$ cat src/rtl/vga_pattern_generator_pkg.sv
// rtl/vga_pattern_generator_pkg.sv - pattern mode encodings, 640x480 timing constants and colour helpers
package vga_pattern_generator_pkg;

  typedef enum logic [1:0] {
    MODE_BARS     = 2'd0,
    MODE_CHECKER  = 2'd1,
    MODE_GRADIENT = 2'd2,
    MODE_BOX      = 2'd3
  } mode_e;

  // 640x480 @ 60 Hz timing, shared with the timing controller
  localparam int VGA_H_DISPLAY = 640;
  localparam int VGA_H_FRONT   = 16;
  localparam int VGA_H_SYNC    = 96;
  localparam int VGA_H_BACK    = 48;
  localparam int VGA_H_TOTAL   = VGA_H_DISPLAY + VGA_H_FRONT + VGA_H_SYNC + VGA_H_BACK;
  localparam int VGA_V_DISPLAY = 480;
  localparam int VGA_V_FRONT   = 10;
  localparam int VGA_V_SYNC    = 2;
  localparam int VGA_V_BACK    = 33;
  localparam int VGA_V_TOTAL   = VGA_V_DISPLAY + VGA_V_FRONT + VGA_V_SYNC + VGA_V_BACK;

  localparam int BOX_SIZE_DEFAULT = 32;

  typedef struct packed {
    logic [3:0] red;
    logic [3:0] green;
    logic [3:0] blue;
  } rgb_t;

  localparam rgb_t RGB_BLACK = '{red: 4'h0, green: 4'h0, blue: 4'h0};
  localparam rgb_t RGB_WHITE = '{red: 4'hF, green: 4'hF, blue: 4'hF};
  localparam rgb_t RGB_BLUE  = '{red: 4'h0, green: 4'h0, blue: 4'hF};

  // Each bit of the 3-bit code switches one primary fully on (bit 2 = red)
  function automatic rgb_t rgb_from_bits(input logic [2:0] bits);
    rgb_t c;
    c.red   = {4{bits[2]}};
    c.green = {4{bits[1]}};
    c.blue  = {4{bits[0]}};
    return c;
  endfunction

endpackage

$ cat src/rtl/vga_box_mover.sv
// rtl/vga_box_mover.sv - bouncing box position, stepped once per frame start
// Only instantiated when PATTERN_ANIM_EN is defined.
module vga_box_mover
  import vga_pattern_generator_pkg::*;
#(
  parameter int H_DISPLAY = VGA_H_DISPLAY,
  parameter int V_DISPLAY = VGA_V_DISPLAY,
  parameter int BOX_SIZE  = BOX_SIZE_DEFAULT
) (
  input  logic       clock,
  input  logic       reset,
  input  logic       frame_start,
  output logic [9:0] box_x,
  output logic [9:0] box_y
);

  localparam logic [9:0] X_LIMIT = 10'(H_DISPLAY - BOX_SIZE);
  localparam logic [9:0] Y_LIMIT = 10'(V_DISPLAY - BOX_SIZE);

  logic x_neg;
  logic y_neg;

  // Reaching a limit only flips the direction; the move away happens next frame
  always_ff @(posedge clock) begin
    if (reset) begin
      box_x <= '0;
      box_y <= '0;
      x_neg <= 1'b0;
      y_neg <= 1'b0;
    end else if (frame_start) begin
      if (!x_neg) begin
        if (box_x == X_LIMIT) x_neg <= 1'b1;
        else                  box_x <= box_x + 10'd1;
      end else begin
        if (box_x == '0) x_neg <= 1'b0;
        else             box_x <= box_x - 10'd1;
      end

      if (!y_neg) begin
        if (box_y == Y_LIMIT) y_neg <= 1'b1;
        else                  box_y <= box_y + 10'd1;
      end else begin
        if (box_y == '0) y_neg <= 1'b0;
        else             box_y <= box_y - 10'd1;
      end
    end
  end

endmodule

$ cat src/rtl/vga_pattern_generator.sv
// rtl/vga_pattern_generator.sv - two-stage VGA test pattern generator with frame-locked mode select
// Define PATTERN_ANIM_EN to build the moving-box mode; otherwise mode 3 renders black.
module vga_pattern_generator
  import vga_pattern_generator_pkg::*;
#(
  parameter int H_DISPLAY = VGA_H_DISPLAY,
  parameter int V_DISPLAY = VGA_V_DISPLAY,
  parameter int BOX_SIZE  = BOX_SIZE_DEFAULT
) (
  input  logic       clock,
  input  logic       reset,
  input  logic       video_on,
  input  logic [9:0] hcount,
  input  logic [9:0] vcount,
  input  logic       hsync_in,
  input  logic       vsync_in,
  input  logic [1:0] mode_sel,
  output logic [3:0] red,
  output logic [3:0] green,
  output logic [3:0] blue,
  output logic       hsync_out,
  output logic       vsync_out,
  output logic       video_on_out,
  output logic [1:0] mode_active,
  output logic [7:0] frame_count
);

  localparam int BAR_WIDTH = H_DISPLAY / 8;

  logic  frame_start;
  mode_e pixel_mode;

  assign frame_start = (hcount == '0) && (vcount == '0);
  // The first pixel of a frame already uses the freshly requested mode
  assign pixel_mode  = frame_start ? mode_e'(mode_sel) : mode_e'(mode_active);

  logic       s1_video_on;
  logic       s1_hsync;
  logic       s1_vsync;
  logic [9:0] s1_hcount;
  logic [9:0] s1_vcount;
  mode_e      s1_mode;

  always_ff @(posedge clock) begin
    if (reset) begin
      s1_video_on <= 1'b0;
      s1_hsync    <= 1'b0;
      s1_vsync    <= 1'b0;
      s1_hcount   <= '0;
      s1_vcount   <= '0;
      s1_mode     <= MODE_BARS;
    end else begin
      s1_video_on <= video_on;
      s1_hsync    <= hsync_in;
      s1_vsync    <= vsync_in;
      s1_hcount   <= hcount;
      s1_vcount   <= vcount;
      s1_mode     <= pixel_mode;
    end
  end

  always_ff @(posedge clock) begin
    if (reset) begin
      mode_active <= 2'd0;
      frame_count <= 8'd0;
    end else if (frame_start) begin
      mode_active <= mode_sel;
      frame_count <= frame_count + 8'd1;
    end
  end

  logic [9:0] bar_index;
  logic       unused_bar;
  logic       box_hit;

  assign bar_index  = s1_hcount / 10'(BAR_WIDTH);
  assign unused_bar = ^bar_index[9:3];

`ifdef PATTERN_ANIM_EN
  logic [9:0]  box_x;
  logic [9:0]  box_y;
  logic [10:0] box_x_end;
  logic [10:0] box_y_end;

  vga_box_mover #(
    .H_DISPLAY (H_DISPLAY),
    .V_DISPLAY (V_DISPLAY),
    .BOX_SIZE  (BOX_SIZE)
  ) u_box (
    .clock       (clock),
    .reset       (reset),
    .frame_start (frame_start),
    .box_x       (box_x),
    .box_y       (box_y)
  );

  assign box_x_end = {1'b0, box_x} + 11'(BOX_SIZE);
  assign box_y_end = {1'b0, box_y} + 11'(BOX_SIZE);
  assign box_hit   = (s1_hcount >= box_x) && ({1'b0, s1_hcount} < box_x_end) &&
                     (s1_vcount >= box_y) && ({1'b0, s1_vcount} < box_y_end);
`else
  logic unused_vcount;

  assign box_hit       = 1'b0;
  assign unused_vcount = ^{box_hit, s1_vcount[9], s1_vcount[4:0]};
`endif

  rgb_t pattern;

  always_comb begin
    pattern = RGB_BLACK;
    case (s1_mode)
      MODE_BARS:     pattern = rgb_from_bits(bar_index[2:0]);
      MODE_CHECKER:  pattern = rgb_from_bits({3{s1_hcount[5] ^ s1_vcount[5]}});
      MODE_GRADIENT: pattern = '{red: s1_hcount[9:6], green: s1_vcount[8:5], blue: 4'h0};
      MODE_BOX: begin
`ifdef PATTERN_ANIM_EN
        pattern = box_hit ? RGB_WHITE : RGB_BLUE;
`else
        pattern = RGB_BLACK;
`endif
      end
      default:       pattern = RGB_BLACK;
    endcase
  end

  always_ff @(posedge clock) begin
    if (reset) begin
      red          <= 4'h0;
      green        <= 4'h0;
      blue         <= 4'h0;
      hsync_out    <= 1'b0;
      vsync_out    <= 1'b0;
      video_on_out <= 1'b0;
    end else begin
      {red, green, blue} <= s1_video_on ? pattern : RGB_BLACK;
      hsync_out          <= s1_hsync;
      vsync_out          <= s1_vsync;
      video_on_out       <= s1_video_on;
    end
  end

endmodule

$ cat config.mk
export PLATFORM = sky130hd
export DESIGN_NAME = vga_pattern_generator
export DESIGN_NICKNAME = d
export VERILOG_FILES = /design/src/rtl/vga_pattern_generator_pkg.sv /design/src/rtl/vga_box_mover.sv /design/src/rtl/vga_pattern_generator.sv
export SDC_FILE = /design/constraint.sdc
export NUM_CORES = 1
export LEC_CHECK = 0
export ABC_AREA = 0
export ABC_CLOCK_PERIOD_IN_PS = 1900
export CORE_UTILIZATION = 43
export CTS_CLUSTER_SIZE = 25
export DETAILED_ROUTE_END_ITERATION = 8
export GPL_ROUTABILITY_DRIVEN = 0
export GPL_TIMING_DRIVEN = 0
export HOLD_SLACK_MARGIN = 0.06
export PLACE_DENSITY = 0.77
export SLEW_MARGIN = 5
export SYNTH_ARGS = -nofsm -noshare
export SYNTH_HDL_FRONTEND = slang
export SYNTH_SLANG_ARGS = --single-unit
$ cat constraint.sdc
create_clock -name clock -period 1.9 [get_ports clock]
set_input_delay 0.38 -clock clock [delete_from_list [all_inputs] [get_ports clock]]
set_output_delay 0.38 -clock clock [all_outputs]
set_load 0.01 [all_outputs]
==> run metrics, run 1 <==
Hold Crit Depth 2; final WL 3.10 mm; DR vias/cell 4.87; Total GRT Usage 20.3%; CP bufs+invs 1; Hold-fix buffers, CTS 0; mapped cell area 1450 µm²; area leader, netlist dfxtp_1; data required time at the worst endpoint 1.52 ns; power per cell area 640 nW/µm²; Worst Setup Start Kind register; HPWL Detailed 2.34 mm; Main synth FF type dfxtp_1; min-delay src s1_vcount[7]; min Tclk post-route 1.82 ns; Clock Skew 0.00441 ns; Clk Latency, worst-skew pair 0.34 ns; first-iteration detailed-routing DRC count 25; crit-path cells clkdlybuf4s50_1; FF-to-FF End green[2]; Final Util 66.6%; CTS buffer count 5; r2r setup slk 0.26 ns; CP top delay family buffers and inverters; Worst Hold Class register to register; Rows 20; Syn Inst Count 164; Final nets 251; Synthesized Nets 192; DRC Markers 0; total global routing overflow 0; Core ar. 3130 µm²; Max-cap violations 0; top post-synthesis cells by area dfxtp_1, nor2b_1, a21oi_1; ANT nets after route 0; most common cell in the netlist dfxtp_1; vias in the first global route 1217; final hold viol count 0; largest net degree at the start of global routing 13; status completed; area share of the largest cell type after synthesis 48.5%; initial core utilization 46.2%; ANT cells 0; fmax 548 MHz; hold slack 0.449 ns; synth unique cells 29; Arrival @ worst endpoint 1.44 ns; Detailed Routing Iterations Pass 1 4; CTS Sinks 35; Finished Layout Cells 268; Peak VDD IR 427 µV; Hold Path End green[2]; leakage power 0.711 nW; DR WL/cell 11.6 µm; H-Tree Depth 2; via count 1305; Crit. End Element output pin; layout cells sized above 1 8.93%; R2R depth 6; initial antenna violation count 0; Post-synth EDFFs 0; Slew HR 69.2%; CTS tree yes; clock-pin slew of the registers on the worst-case setup and hold paths 0.11 ns; placed cell count 259; Seq cells post-synth 35; reg2reg start s1_hcount[6]; Synth async-reset ratio 0%; Worst-Margin Slew 0.461 ns; Port Buf Inserts 51; maximum clock path buffer count 2; setup TNS 0 ns; # setup viols final 0; first-pass GRT wire length 5.36 mm; Crit-path slowest cell clkdlybuf4s50_1; I/O pin count 52; CP Class register to output pin; clock root buffer clkbuf_4; post-synthesis sequential area ratio 48.5%; RSZ-0062 raised after global routing false; Worst path max stage delay 0.60 ns; Die H 60.0 µm; Filler cells 258; synth-to-layout area growth 44.1%; overall power 1.33 mW; Commonest cells post-synth dfxtp_1, nor2b_1, nand2_1; fin. max-slew vios 0; crit share post-route 96.0%; die area 3600 µm²; Yosys warning count 0; maximum fanout along the worst path 8; Die X 60.0 µm; Synth Area per Inst 8.81 µm²
worst max-delay path by stage:
stage                endpoint            from  slack [ns]  cells after the start
6_report       mode_active[0]  mode_active[0]        0.08                      1
5_1_grt        mode_active[1]  mode_active[1]        0.02                      1
4_1_cts        mode_active[1]  mode_active[1]        0.08                      1
3_5_place_dp   frame_count[5]       vcount[0]       -0.28                      6
3_3_place_gp   frame_count[7]       vcount[7]       -0.25                      6
2_1_floorplan  frame_count[7]       vcount[0]        0.33                      5
per-stage QoR:
step / setup slack [ns] / area [µm²]
finish: 0.0760 / 2080
global route: 0.0171 / 2080
CTS: 0.0758 / 2070
detailed placement: -0.285 / 2010
global placement: -0.246 / 2010
floorplan: 0.335 / 1450
layer usage:
layer  wire length, µm  track usage (%)
met3               264             9.09
met2              1320             31.4
met4                50             6.64
met1              1470             24.9
met5                 0                0
where the power goes:
group,internal [mW],total [mW],switching [mW]
sequential,0.755,0.765,0.00948
combinational,0.101,0.167,0.0656
clock,0.141,0.400,0.259
total,0.997,1.33,0.334
registers in the layout, summed over array words and instances, names as in the netlist, 2 cells and up:
name and cells:
s1_hcount 6, s1_vcount 4, green 4, red 4, mode_active 2, frame_count 8
placed cells by master (no fill, tap or decap), types with 2 or more instances in the layout:
| cell | netlist | routed |
|---|---|---|
| a21oi_1 | 14 | 14 |
| a221oi_1 | 2 | 2 |
| a31oi_1 | 3 | 3 |
| buf_4 | 3 | 4 |
| clkbuf_1 | 5 | 5 |
| clkbuf_2 | 2 | 2 |
| clkbuf_4 | 0 | 5 |
| clkdlybuf4s50_1 | 0 | 51 |
| clkinvlp_4 | 0 | 2 |
| dfxtp_1 | 35 | 35 |
| inv_1 | 5 | 5 |
| nand2_1 | 15 | 15 |
| nand2b_1 | 2 | 2 |
| nand3_1 | 3 | 3 |
| nor2_1 | 13 | 13 |
| nor2b_1 | 20 | 20 |
| nor3_1 | 5 | 5 |
| nor3b_1 | 3 | 3 |
| nor4_1 | 7 | 6 |
| nor4_2 | 1 | 2 |
| o21ai_0 | 8 | 8 |
| xnor2_1 | 8 | 8 |
cells by family (layout without fill, tap and decap cells):
kind of cell / after synthesis / in the layout / synth area share [%]
simple gates: 73 / 73 / 27.4
flops: 35 / 35 / 48.5
compound gates: 29 / 29 / 11.8
buf+inv: 16 / 76 / 5.19
xor+xnor: 8 / 8 / 4.85
fa+ha+maj: 2 / 2 / 1.56
mux: 1 / 1 / 0.779
area by class of cell:
cell class	instances	area, µm²	share of cell area, %
plain buffers	11	56.3	2.70
clock buffers	5	37.5	1.80
clock inverters	3	20.0	0.962
inverters	5	18.8	0.901
multi-input cells	113	676	32.5
flip-flops and latches	35	701	33.7
well taps	44	55.1	2.64
repair buffers	52	518	24.9
repair_timing:
item | 4_1_cts | 5_1_grt
gates resized for setup | 0 | 1
endpoints found under the setup margin | 0 | 2
setup buffers | 0 | 1
No activity file was read; power rests on OpenSTA's default activity.
==> run 2, diff against run 1 <==
CAP_MARGIN = 20   (was unset)
PLACE_DENSITY = 0.84   (was 0.77)
SLEW_MARGIN = 20   (was 5)
==> run metrics, run 2 (same netlist as run 1, synthesis figures left out) <==
status completed; Peak VDD IR 459 µV (+7.5%); Detailed Routing Iterations Pass 1 4 (unchanged); reg2reg start s1_hcount[9]; clock-pin slew of the registers on the worst-case setup and hold paths 0.10 ns (about the same); Hold Crit Depth 1 (-1); HPWL Detailed 2.21 mm (-5.8%); Core ar. 3130 µm² (unchanged); min Tclk post-route 1.84 ns (+0.0196 ns); initial core utilization 46.2% (unchanged); largest net degree at the start of global routing 11 (-2); ANT nets after route 0 (unchanged); min-delay src s1_hsync; Worst Setup Start Kind input pin; crit share post-route 97.0% (+1.0 points); Worst-Margin Slew 0.443 ns (-0.0187 ns); CTS tree yes; Clk network pwr share 30.6% (+0.5 points); r2r setup slk 0.25 ns (about the same); Rows 20 (unchanged); Hold Path End hsync_out; layout cells sized above 1 8.56% (-0.37 points); CP Class input pin to register; setup ws final 0.0564 ns (-0.0196 ns); Die H 60.0 µm (unchanged); clock root buffer clkbuf_4; crit-path cells clkdlybuf4s50_1, nor4_1, nand3_2, nor4_1, xnor2_1, nor2_1; maximum fanout along the worst path 10 (+2); Max-cap violations 0 (unchanged); final WL 3.03 mm (-2.3%); synth-to-layout area growth 43.9%; Die X 60.0 µm (unchanged); total global routing overflow 0 (unchanged); Final nets 250 (-0.40%); Final Util 66.5% (-0.080 points); Slew HR 70.5% (+1.3 points); FF-to-FF End blue[2]; Largest register FFs 8 (unchanged); Most flops, register frame_count; I/O pin count 52 (unchanged); GR Util met1 22.0% (-2.9 points); DR vias/cell 4.93 (+1.3%); Post-CTS Setup Bufs 0 (unchanged); Total GRT Usage 19.1% (-1.2 points); Logic pwr share 12.6% (about the same); first-pass GRT wire length 4.92 mm (-8.2%); vias in the first global route 1111 (-8.7%); DR WL/cell 11.4 µm (-1.5%); Crit. End Element register; Arrival @ worst endpoint 2.07 ns (+0.63 ns); Worst Hold Class register to register; Crit-path slowest cell clkdlybuf4s50_1; Worst path max stage delay 0.42 ns (-0.18 ns); GR Util met2 32.1% (+0.63 points); power per cell area 647 nW/µm² (+1.1%); Largest regs frame_count x8, s1_hcount x6; final hold viol count 0 (unchanged); most frequent cells in the layout clkdlybuf4s50_1, dfxtp_1, nor2b_1, nand2_1, a21oi_1; Int Pwr 1.03 mW (+3.0%); Switching Power 0.317 mW (-5.0%); Placement Setup Slack -0.353 ns (-0.0683 ns); # setup viols final 0 (unchanged); CTS Sinks 35 (unchanged); fin. max-slew vios 0 (unchanged); Most common cell on crit path nor4_1; Design Area, Final 2080 µm² (-0.12%); Filler cells 254 (-1.6%); R2R depth 6 (unchanged); switch share 23.6% (-1.5 points); Hold-fix buffers, CTS 0 (unchanged); Clock Skew 0.00809 ns (+0.00368 ns); leakage power 0.714 nW (+0.45%); CTS buffer count 5 (unchanged); DP Area 2010 µm² (unchanged); die area 3600 µm² (unchanged); DRC Markers 0 (unchanged); via count 1312 (+0.54%); data required time at the worst endpoint 2.13 ns (+0.61 ns); first-iteration detailed-routing DRC count 34 (+36%); cts repair resizes 0 (unchanged); initial antenna violation count 0 (unchanged); fmax 542 MHz (-1.1%); GRT Max-Usage Layer met2; Port Buf Inserts 51 (unchanged); H-Tree Depth 2 (unchanged); commonest non-fill, non-tap cell in the layout clkdlybuf4s50_1; Sequential Power Share 56.8% (-0.6 points); ANT cells 0 (unchanged); GR Util met3 6.49% (-2.6 points); Clk Latency, worst-skew pair 0.34 ns (about the same); maximum clock path buffer count 2 (unchanged)
## run 2: stage by stage
| stage | cells | setup TNS, ns | hold slack, ns | total power, mW |
|---|---|---|---|---|
| floorplan | 164 | 0 | 0.414 | 0.859 |
| global placement | 259 | -2.93 | 0.421 | 0.946 |
| detailed placement | 259 | -2.37 | 0.429 | 0.948 |
| CTS | 266 | 0 | 0.452 | 1.35 |
| global route | 266 | -0.0358 | 0.463 | 1.41 |
| finish | 266 | 0 | 0.446 | 1.35 |
## run 2: critical path: cells and delay by family
| family | cells | cell delay [ns] |
|---|---|---|
| buf+inv | 1 | 0.42 |
| xor+xnor | 1 | 0.16 |
| simple gates | 4 | 1.10 |
## run 2: power by group through the flow
stage                     logic [mW]  registers (mW)  clock network (mW)
after global routing           0.185           0.767               0.459
after detailed placement       0.167           0.781                   0
final                          0.169           0.764               0.411
after CTS                      0.168           0.764               0.421
after floorplan               0.0757           0.783                   0
after global placement         0.165           0.781                   0
## run 2: final cells by class
class	instances	area (µm²)	share of cell area (%)
Sequential cell	35	701	33.7
Inverter	5	18.8	0.903
Tap cell	44	55.1	2.65
Clock inverter	1	5.00	0.241
Clock buffer	6	51.3	2.47
Multi-Input combinational cell	113	682	32.8
Timing Repair Buffer	51	510	24.5
Buffer	11	56.3	2.71
## run 2: routing by layer
layer	up-vias	share of wire, %
met2	53	46
met5	-	0
met3	6	6.9
li1	673	-
met4	0	1.7
met1	580	45
## run 2: worst max path at each step
stage,startpoint,end,slack (ns),cells past startpoint
floorplan,vcount[0],frame_count[7],0.33,5
global placement,vcount[7],frame_count[5],-0.41,6
detailed placement,vcount[7],frame_count[5],-0.35,6
CTS,vcount[7],frame_count[5],0.003,6
global route,vcount[0],frame_count[5],-0.03,6
finish,hcount[6],frame_count[7],0.06,6
==> run 3, diff against run 2 <==
CORE_MARGIN = 2   (was unset)
CTS_CLUSTER_SIZE = 40   (was 25)
==> run metrics, run 3 (same netlist as run 1, synthesis figures left out) <==
status completed; leakage power 0.729 nW (+2.1%); initial core utilization 44.0% (-2.2 points); CTS buffer count 5 (unchanged); GR Util met1 20.5% (-1.5 points); Worst Setup Start Kind input pin; data required time at the worst endpoint 2.13 ns (about the same); Worst Hold Class register to register; most frequent cells in the layout clkdlybuf4s50_1, dfxtp_1, nor2b_1, nand2_1, a21oi_1; Hold Crit Depth 1 (unchanged); initial antenna violation count 0 (unchanged); r2r setup slk 0.29 ns (+0.04 ns); layout cells sized above 1 9.82% (+1.3 points); I/O pin count 52 (unchanged); CP top delay family simple AND/OR/NAND/NOR gates; GRT Max-Usage Layer met2; first-pass GRT wire length 4.80 mm (-2.5%); Clk Latency, worst-skew pair 0.34 ns (about the same); maximum clock path buffer count 2 (unchanged); total global routing overflow 0 (unchanged); clock-pin slew of the registers on the worst-case setup and hold paths 0.11 ns (about the same); Hold-fix buffers, CTS 0 (unchanged); Rows 21 (+5.0%); Core ar. 3280 µm² (+5.0%); crit-path cells clkdlybuf4s50_1, nor4_2, nand3_2, nor4_1, xnor2_1, nor2_1; Die H 62.0 µm (+3.3%); largest net degree at the start of global routing 12 (+1); Placement Setup Slack -0.418 ns (-0.0646 ns); CTS tree yes; setup TNS 0 ns (unchanged); Port Buf Inserts 51 (unchanged); DR WL/cell 11.5 µm (+0.60%); Detailed Routing Iterations Pass 1 4 (unchanged); Final Util 64.8% (-1.6 points); R2R depth 6 (unchanged); Filler cells 282 (+11%); via count 1344 (+2.4%); final hold viol count 0 (unchanged); Max-cap violations 0 (unchanged); Crit-path slowest cell clkdlybuf4s50_1; min-delay src s1_hsync; ANT cells 0 (unchanged); Total GRT Usage 17.2% (-1.9 points); Worst path max stage delay 0.43 ns (about the same); HPWL Detailed 2.27 mm (+2.7%); CP bufs+invs 1 (unchanged); first-iteration detailed-routing DRC count 22 (-35%); Hold Path End hsync_out; GR Util met2 28.7% (-3.3 points); min Tclk post-route 1.82 ns (-0.0245 ns); H-Tree Depth 2 (unchanged); crit share post-route 95.7% (-1.3 points); Worst-Margin Slew 0.420 ns (-0.0227 ns); clock root buffer clkbuf_4; synth-to-layout area growth 47.4%; DRC Markers 0 (unchanged); DR vias/cell 4.98 (+0.92%); CTS Sinks 35 (unchanged); Arrival @ worst endpoint 2.05 ns (-0.02 ns); Final nets 251 (+0.40%); # setup viols final 0 (unchanged); GR Util met3 4.35% (-2.1 points); power per cell area 703 nW/µm² (+8.7%); hold slack 0.446 ns (+0.000449 ns); fin. max-slew vios 0 (unchanged); final WL 3.10 mm (+2.1%); Crit. End Element register; overall power 1.50 mW (+11%); Peak VDD IR 448 µV (-2.4%); ANT nets after route 0 (unchanged); Slew HR 71.9% (+1.5 points); Largest regs frame_count x8, s1_hcount x6; setup ws final 0.0809 ns (+0.0245 ns); commonest non-fill, non-tap cell in the layout clkdlybuf4s50_1; Most flops, register frame_count; RSZ-0062 raised after global routing false; die area 3840 µm² (+6.8%); reg2reg start s1_hcount[9]; maximum fanout along the worst path 5 (-5); Largest register FFs 8 (unchanged); CP Class input pin to register; Die X 62.0 µm (+3.3%); vias in the first global route 1134 (+2.1%); FF-to-FF End blue[2]; Clock Skew 0.0125 ns (+0.00444 ns); fmax 550 MHz (+1.3%)
==> run 3: layer usage <==
layer,routed length (µm),vias to the layer above
met5,0,-
met3,208,7
li1,-,685
met4,53,0
met1,1310,598
met2,1530,54
==> run 3: layout make-up <==
| cell class | count | area, µm² | area share, % |
|---|---|---|---|
| inverters | 5 | 18.8 | 0.881 |
| clock inverters | 2 | 35.0 | 1.65 |
| well taps | 46 | 57.6 | 2.70 |
| clock buffers | 6 | 51.3 | 2.41 |
| flip-flops and latches | 35 | 701 | 32.9 |
| multi-input cells | 114 | 699 | 32.8 |
| repair buffers | 51 | 510 | 24.0 |
| plain buffers | 11 | 56.3 | 2.64 |
==> run 3: stage by stage <==
| step | std cells | area [µm²] |
|---|---|---|
| after floorplan | 164 | 1450 |
| final | 270 | 2130 |
| after CTS | 269 | 2110 |
| after global placement | 261 | 2010 |
| after detailed placement | 261 | 2010 |
| after global routing | 270 | 2130 |
==> run 3: what timing repair did <==
action,in CTS,in global routing
cloned,0,1
gates resized for setup,1,3
pin swaps,0,1
setup endpoints to repair,3,2
setup buffers,0,0
==> run 3: worst max-delay path by stage <==
stage / start / endpoint / slack [ns] / cells after the start
after floorplan: vcount[0] / frame_count[7] / 0.33 / 5
after global placement: hcount[6] / frame_count[5] / -0.43 / 6
after detailed placement: hcount[6] / frame_count[5] / -0.42 / 6
after CTS: hcount[6] / frame_count[5] / 0.05 / 6
after global routing: hcount[6] / frame_count[6] / 0.0001 / 6
final: hcount[6] / frame_count[7] / 0.08 / 6
==> run 3: power by group <==
part | internal [mW] | switching [mW]
Clock | 0.311 | 0.250
Sequential | 0.755 | 0.00954
Combinational | 0.102 | 0.0689
Total | 1.17 | 0.328
